==> src/rtl/pin_mon_pkg.sv <==
// rtl/pin_mon_pkg.sv - shared state type and width helpers for the pin activity monitor
package pin_mon_pkg;

  typedef enum logic [1:0] {
    ST_IDLE  = 2'd0,
    ST_ARMED = 2'd1,
    ST_DUMP  = 2'd2,
    ST_DONE  = 2'd3
  } mon_state_t;

  function automatic int clog2(input int value);
    int result;
    result = 0;
    for (int i = 0; i < 31; i++) begin
      if ((1 << i) < value) result = i + 1;
    end
    return result;
  endfunction

  // Channel index is at least one bit wide so a single-pin build still has a port.
  function automatic int ch_width(input int n_ch);
    return (clog2(n_ch) < 1) ? 1 : clog2(n_ch);
  endfunction

  function automatic int pw_width(input int min_pulse);
    return clog2(min_pulse + 1);
  endfunction

endpackage

==> src/rtl/pin_edge_counter.sv <==
// rtl/pin_edge_counter.sv - per-pin edge counters with saturation and short-pulse detection
module pin_edge_counter
  import pin_mon_pkg::*;
#(
  parameter int CNT_W     = 16,
  parameter int MIN_PULSE = 2
) (
  input  logic             pj_clk,
  input  logic             pj_reset,
  input  logic             clr,
  input  logic             en,
  input  logic             pin,
  output logic [CNT_W-1:0] rise_cnt,
  output logic [CNT_W-1:0] fall_cnt,
  output logic [CNT_W-1:0] rise_nxt,
  output logic [CNT_W-1:0] fall_nxt,
  output logic             short_nxt
);

  localparam int PW_W = pw_width(MIN_PULSE);
  localparam logic [PW_W-1:0] RUN_MAX = PW_W'(MIN_PULSE);

  logic            prev;
  logic            seen;
  logic            seen_nxt;
  logic            short_flag;
  logic [PW_W-1:0] run;
  logic [PW_W-1:0] run_nxt;
  logic            rise;
  logic            fall;
  logic            pin_edge;
  logic            too_short;

  assign rise      = pin & ~prev;
  assign fall      = ~pin & prev;
  assign pin_edge  = rise | fall;
  // run counts cycles since the last edge, so run+1 is the length of the level just ended.
  assign too_short = (int'(run) + 1) < MIN_PULSE;

  always_comb begin
    rise_nxt  = rise_cnt;
    fall_nxt  = fall_cnt;
    run_nxt   = run;
    seen_nxt  = seen;
    short_nxt = short_flag;
    if (clr) begin
      rise_nxt  = '0;
      fall_nxt  = '0;
      run_nxt   = '0;
      seen_nxt  = 1'b0;
      short_nxt = 1'b0;
    end else if (en) begin
      if (rise && (rise_cnt != '1)) rise_nxt = rise_cnt + CNT_W'(1);
      if (fall && (fall_cnt != '1)) fall_nxt = fall_cnt + CNT_W'(1);
      if (pin_edge) begin
        run_nxt  = '0;
        seen_nxt = 1'b1;
        if (seen && too_short) short_nxt = 1'b1;
      end else if (run != RUN_MAX) begin
        run_nxt = run + PW_W'(1);
      end
    end
  end

  always_ff @(posedge pj_clk) begin
    if (pj_reset) begin
      prev       <= 1'b0;
      rise_cnt   <= '0;
      fall_cnt   <= '0;
      run        <= '0;
      seen       <= 1'b0;
      short_flag <= 1'b0;
    end else begin
      prev       <= pin;
      rise_cnt   <= rise_nxt;
      fall_cnt   <= fall_nxt;
      run        <= run_nxt;
      seen       <= seen_nxt;
      short_flag <= short_nxt;
    end
  end

endmodule

==> src/rtl/pin_activity_monitor.sv <==
// rtl/pin_activity_monitor.sv - multi-pin edge/pulse monitor with frozen valid/ready statistics dump
module pin_activity_monitor
  import pin_mon_pkg::*;
#(
  parameter int N_CH      = 8,
  parameter int CNT_W     = 16,
  parameter int MIN_PULSE = 2,
  localparam int CH_W     = ch_width(N_CH)
) (
  input  logic              pj_clk,
  input  logic              pj_reset,
  input  logic              arm,
  input  logic [N_CH-1:0]   pin_in,
  input  logic              snap_req,
  output logic              rd_valid,
  input  logic              rd_ready,
  output logic [CH_W-1:0]   rd_chan,
  output logic [CNT_W-1:0]  rd_rise,
  output logic [CNT_W-1:0]  rd_fall,
  output logic              rd_short,
  output logic [2*N_CH-1:0] cov,
  output logic              busy,
  output logic              done
);

  mon_state_t state;
  mon_state_t state_nxt;

  logic [CNT_W-1:0] rise_cnt [N_CH];
  logic [CNT_W-1:0] fall_cnt [N_CH];
  logic [CNT_W-1:0] rise_nxt [N_CH];
  logic [CNT_W-1:0] fall_nxt [N_CH];
  logic [N_CH-1:0]  short_nxt;
  logic             clr;
  logic             en;
  logic             snap_take;
  logic             beat_take;
  logic             last_beat;
  logic [CH_W-1:0]  chan_nxt;

  assign clr       = (state == ST_IDLE) && arm;
  assign en        = (state == ST_ARMED);
  assign snap_take = (state == ST_ARMED) && snap_req;
  assign beat_take = (state == ST_DUMP) && rd_ready;
  assign last_beat = (rd_chan == CH_W'(N_CH - 1));

  for (genvar i = 0; i < N_CH; i++) begin : g_ch
    pin_edge_counter #(
      .CNT_W     (CNT_W),
      .MIN_PULSE (MIN_PULSE)
    ) u_cnt (
      .pj_clk    (pj_clk),
      .pj_reset  (pj_reset),
      .clr       (clr),
      .en        (en),
      .pin       (pin_in[i]),
      .rise_cnt  (rise_cnt[i]),
      .fall_cnt  (fall_cnt[i]),
      .rise_nxt  (rise_nxt[i]),
      .fall_nxt  (fall_nxt[i]),
      .short_nxt (short_nxt[i])
    );
  end

  always_ff @(posedge pj_clk) begin
    if (pj_reset) state <= ST_IDLE;
    else          state <= state_nxt;
  end

  always_comb begin
    state_nxt = state;
    chan_nxt  = rd_chan;
    case (state)
      ST_IDLE:  if (arm) state_nxt = ST_ARMED;
      ST_ARMED: begin
        if (snap_req) begin
          state_nxt = ST_DUMP;
          chan_nxt  = '0;
        end else if (!arm) begin
          state_nxt = ST_IDLE;
        end
      end
      ST_DUMP: begin
        if (beat_take) begin
          if (last_beat) begin
            state_nxt = ST_DONE;
            chan_nxt  = '0;
          end else begin
            chan_nxt  = rd_chan + CH_W'(1);
          end
        end
      end
      ST_DONE:  if (!arm) state_nxt = ST_IDLE;
      default:  state_nxt = ST_IDLE;
    endcase
  end

  // Beat data is loaded from the counters' next values so an edge in the snap cycle is included.
  always_ff @(posedge pj_clk) begin
    if (pj_reset) begin
      rd_chan  <= '0;
      rd_rise  <= '0;
      rd_fall  <= '0;
      rd_short <= 1'b0;
    end else begin
      rd_chan <= chan_nxt;
      if (state_nxt == ST_DUMP) begin
        rd_rise  <= rise_nxt[chan_nxt];
        rd_fall  <= fall_nxt[chan_nxt];
        rd_short <= short_nxt[chan_nxt];
      end else begin
        rd_rise  <= '0;
        rd_fall  <= '0;
        rd_short <= 1'b0;
      end
    end
  end

  always_ff @(posedge pj_clk) begin
    if (pj_reset) begin
      cov <= '0;
    end else begin
      for (int i = 0; i < N_CH; i++) begin
        cov[2*i]   <= |rise_cnt[i];
        cov[2*i+1] <= |fall_cnt[i];
      end
    end
  end

  assign rd_valid = (state == ST_DUMP);
  assign busy     = (state == ST_ARMED) || (state == ST_DUMP);
  assign done     = (state == ST_DONE);

  // snap_take is kept as a named term for readability of the ARMED exit condition.
  logic unused_snap_take;
  assign unused_snap_take = snap_take;

endmodule
==> config.mk <==
export PLATFORM = sky130hd
export DESIGN_NAME = pin_activity_monitor
export DESIGN_NICKNAME = d
export VERILOG_FILES = /design/src/rtl/pin_mon_pkg.sv /design/src/rtl/pin_edge_counter.sv /design/src/rtl/pin_activity_monitor.sv
export SDC_FILE = /design/constraint.sdc
export NUM_CORES = 1
export LEC_CHECK = 0
export BUFFER_PORTS_ARGS = -buffer_cell sky130_fd_sc_hd__buf_2
export CAP_MARGIN = 5
export CORE_UTILIZATION = 50
export DETAILED_ROUTE_END_ITERATION = 12
export GPL_TIMING_DRIVEN = 1
export PLACE_DENSITY_LB_ADDON = 0.25
export SYNTH_ARGS = -nofsm -noshare
export SYNTH_HDL_FRONTEND = slang
export SYNTH_SLANG_ARGS = --single-unit
==> constraint.sdc <==
create_clock -name pj_clk -period 3.2 [get_ports pj_clk]
set_input_delay 0.48 -clock pj_clk [delete_from_list [all_inputs] [get_ports pj_clk]]
set_output_delay 0.48 -clock pj_clk [all_outputs]
set_load 0.01 [all_outputs]
==> flow_metrics.py <==
metrics = {
    "status": {
        "outcome": "completed",
    },
    "global_route": {
        "grt_start_max_net_pins": 73,
        "globalRouteOverflowTotal": 0,
        "grt_use_total_pct": 29.9,
        "grt_pass1_wl_um": 89700,
        "first_global_vias": 16100,
        "antenna_found_initial": 0,
    },
    "power": {
        "clock_power_share_pct": 49.1,
        "p_sw_mw": 2.24,
        "vdd_drop_max_v": 0.000373,
        "swShare_pct": 23.3,
        "leakagePower_nw": 7.16,
        "power.density_nw_per_um2": 462,
        "p_int_mw": 7.36,
        "p_comb_share_pct": 5.0,
        "sequentialPowerShare_pct": 45.9,
    },
    "clock_tree": {
        "cts_made_buffers": 40,
        "cts_tree": "yes",
        "h-tree-depth": 2,
        "clkTransAtPathRegs_ps": 60,
        "clockBufferDepth": 3,
        "cts_root_buf": "clkbuf_16",
        "cts-resized-gates": 0,
        "cts_sinks": 350,
        "clk_latency_ps": 550,
        "post-cts-setup-buffer-count": 0,
        "ctsHoldBuffers": 0,
    },
    "placement": {
        "hpwl_um": 42200,
        "dpl-instance-area_sq_um": 19400,
        "routabilityCongestion": 0.970,
        "port_buffers": 67,
    },
    "floorplan": {
        "core.rowCount": 70,
        "ios": 68,
        "coreArea_sq_um": 36400,
        "die_h_um": 194,
        "start_util_pct": 50.7,
        "fp.dieW_um": 194,
        "dieArea_sq_um": 37700,
    },
    "sta": {
        "relSlewSlack_pct": 44.0,
        "finalCriticalPeriod_ps": 3010,
        "rsz0062_at_grt": "no",
        "totalNegativeSetupSlack_ps": 0,
        "finalSetupViolCount": 0,
        "fin_skew_ps": 26.1,
        "finalHoldViolCount": 0,
        "slew_violations": 0,
        "tightest_slew_ps": 830,
        "fmax_ghz": 0.333,
        "period_share_pct": 93.9,
    },
    "synthesis": {
        "synth_simple_gate_area_share_pct": 30.1,
        "syn_nets": 2345,
        "synth_area_leader_cell": "dfxtp_1",
        "synthFlopType": "dfxtp_1",
        "synthCells": 2262,
        "async_flop_share_pct": 0,
        "yosys.area_share.xor_xnor_pct": 9.25,
        "synth_top_family_by_area": "simple AND/OR/NAND/NOR gates",
        "ys_seq_area_share_pct": 38.0,
        "synthesis.area_sq_um": 18500,
        "syn_avg_cell_area_sq_um": 8.16,
        "synthAdderAreaFrac_pct": 4.74,
        "yosysUniqueCellTypes": 81,
        "synth.most_common_cell": "nor2_1",
        "synth_compound_area_share_pct": 11.3,
        "synthTopCellsByCount": "383 x nor2_1, 350 x dfxtp_1, 186 x nand2_1",
        "yosysTopAreaCellShare_pct": 38.0,
        "ys_top_cells_by_area": "dfxtp_1 38%, nor2_1 7.8%, xnor2_1 6.4%, ha_1 4.7%, nand2_1 3.8%",
        "synth_seq_cells": 350,
        "ys_warn_count": 0,
        "synth_mux_area_share_pct": 2.68,
        "synth_edf_count": 0,
    },
    "layout": {
        "nets": 2398,
        "syn2layout_area_growth_pct": 12.5,
        "fin_area_sq_um": 20800,
        "diodes": 0,
        "utilization_pct": 57.0,
        "drive_gt1_share_pct": 8.92,
    },
    "route": {
        "via_per_inst": 6.15,
        "wl_um": 57500,
        "ant_nets": 0,
        "dr.pass1.iters": 6,
        "vias": 17300,
        "drt-initial-drc-count": 1758,
        "wl_per_cell_um": 20.5,
        "drc": 0,
    },
    "critical_path": {
        "slowest_stage": "o32ai_1",
        "max_stage_delay_ps": 470,
        "start_kind": "flip-flop",
        "endpoint_kind": "flip-flop",
        "path_class": "flip-flop to flip-flop",
        "cp_data_required_time_ps": 3670,
        "worstPathArrival_ps": 3470,
        "path_cells": "inv_1, ha_1, nand2b_1, a31o_2, a21oi_2, nand2_2, buf_12, o32ai_1, o32a_1",
        "cp_max_fo": 20,
    },
    "hold_path": {
        "holdCritPathClass": "primary input to flip-flop",
    },
    "flow_run": {
        "maxCapViolCount": 0,
    },
}
[cell families after synthesis]
group                      Yosys count
and+or+nand+nor                   1120
DFF                                350
AOI/OAI and AO/OA                  295
xor gates and xnor gates           195
buffers and inverters              183
adders and majority gates           70
muxes                               49
[metrics by stage]
| step | total power [mW] | cells | setup slack, ps | hold WS [ps] |
|---|---|---|---|---|
| floorplan | 4.79 | 2262 | 753 | 423 |
| global placement | 4.96 | 2741 | 334 | 435 |
| detailed placement | 4.97 | 2741 | 300 | 448 |
| CTS | 9.64 | 2811 | 274 | 198 |
| global route | 9.85 | 2811 | 125 | 227 |
| finish | 9.60 | 2811 | 194 | 200 |
[critical path: cells and delay by family (launching register included)]
family,cells,cell delay [ps]
adders and majority gates,1,390
DFF,1,330
and+or+nand+nor,2,500
buffers and inverters,2,400
AOI/OAI and AO/OA,4,1310
[placed cells by master (no fill, tap or decap), types with 10 or more instances in the layout]
cell type,count
nand3_1,102
o221ai_1,22
o21ai_0,31
nor4_1,72
dfxtp_1,350
and4_1,26
clkbuf_16,41
xor2_1,61
nor3_1,105
buf_4,31
a21oi_1,57
nor4b_1,22
or2_2,10
mux2i_1,46
buf_2,67
and3_1,44
a211oi_1,15
a31oi_1,24
nand2_1,186
xnor2_1,134
o22ai_1,41
a41oi_1,18
inv_1,87
ha_1,69
and2_1,29
nand4_1,80
nor2_1,382
[power groups by stage]
stage / clock network, mW / registers (mW) / logic [mW]
floorplan: 0 / 4.50 / 0.292
global placement: 0 / 4.50 / 0.461
detailed placement: 0 / 4.50 / 0.472
CTS: 4.77 / 4.40 / 0.475
global route: 4.93 / 4.40 / 0.517
finish: 4.71 / 4.40 / 0.481
[layer usage]
layer	track usage (%)	up-vias	share of wire, %
met5	0	-	0
met3	4.96	158	9.0
li1	-	8221	-
met1	40.5	8085	43
met4	11.2	0	4.0
met2	47.8	818	44
[cell type report]
| cell class | instances | area, sq um |
|---|---|---|
| fillers | 3307 | 15700 |
| multi-input cells | 1729 | 10800 |
| flip-flops and latches | 350 | 7010 |
| clock buffers | 57 | 1160 |
| repair buffers | 107 | 748 |
| well taps | 468 | 586 |
| inverters | 87 | 327 |
| clock inverters | 13 | 184 |
[final timing paths]
check | startpoint | to | slack (ps) | cells past startpoint
hold reg to reg | g_ch[2].u_cnt.short_flag | g_ch[2].u_cnt.short_flag | 460 | 2
hold / removal | pin_in[7] | g_ch[7].u_cnt.prev | 200 | 3
setup reg to reg | state[0] | rd_fall[13] | 190 | 9
setup / recovery | state[0] | rd_fall[13] | 190 | 9
[sequential cells by signal, summed over array words and instances (netlist names)]
register and cells:
rd_short 1, state 2, g_ch.u_cnt.fall_cnt 128, rd_rise 16, g_ch.u_cnt.rise_cnt 128, g_ch.u_cnt.seen 8
rd_fall 16, g_ch.u_cnt.run 16, g_ch.u_cnt.prev 8, cov 16, rd_chan 3, g_ch.u_cnt.short_flag 8
Note: power is estimated with default switching activity, not from simulation.
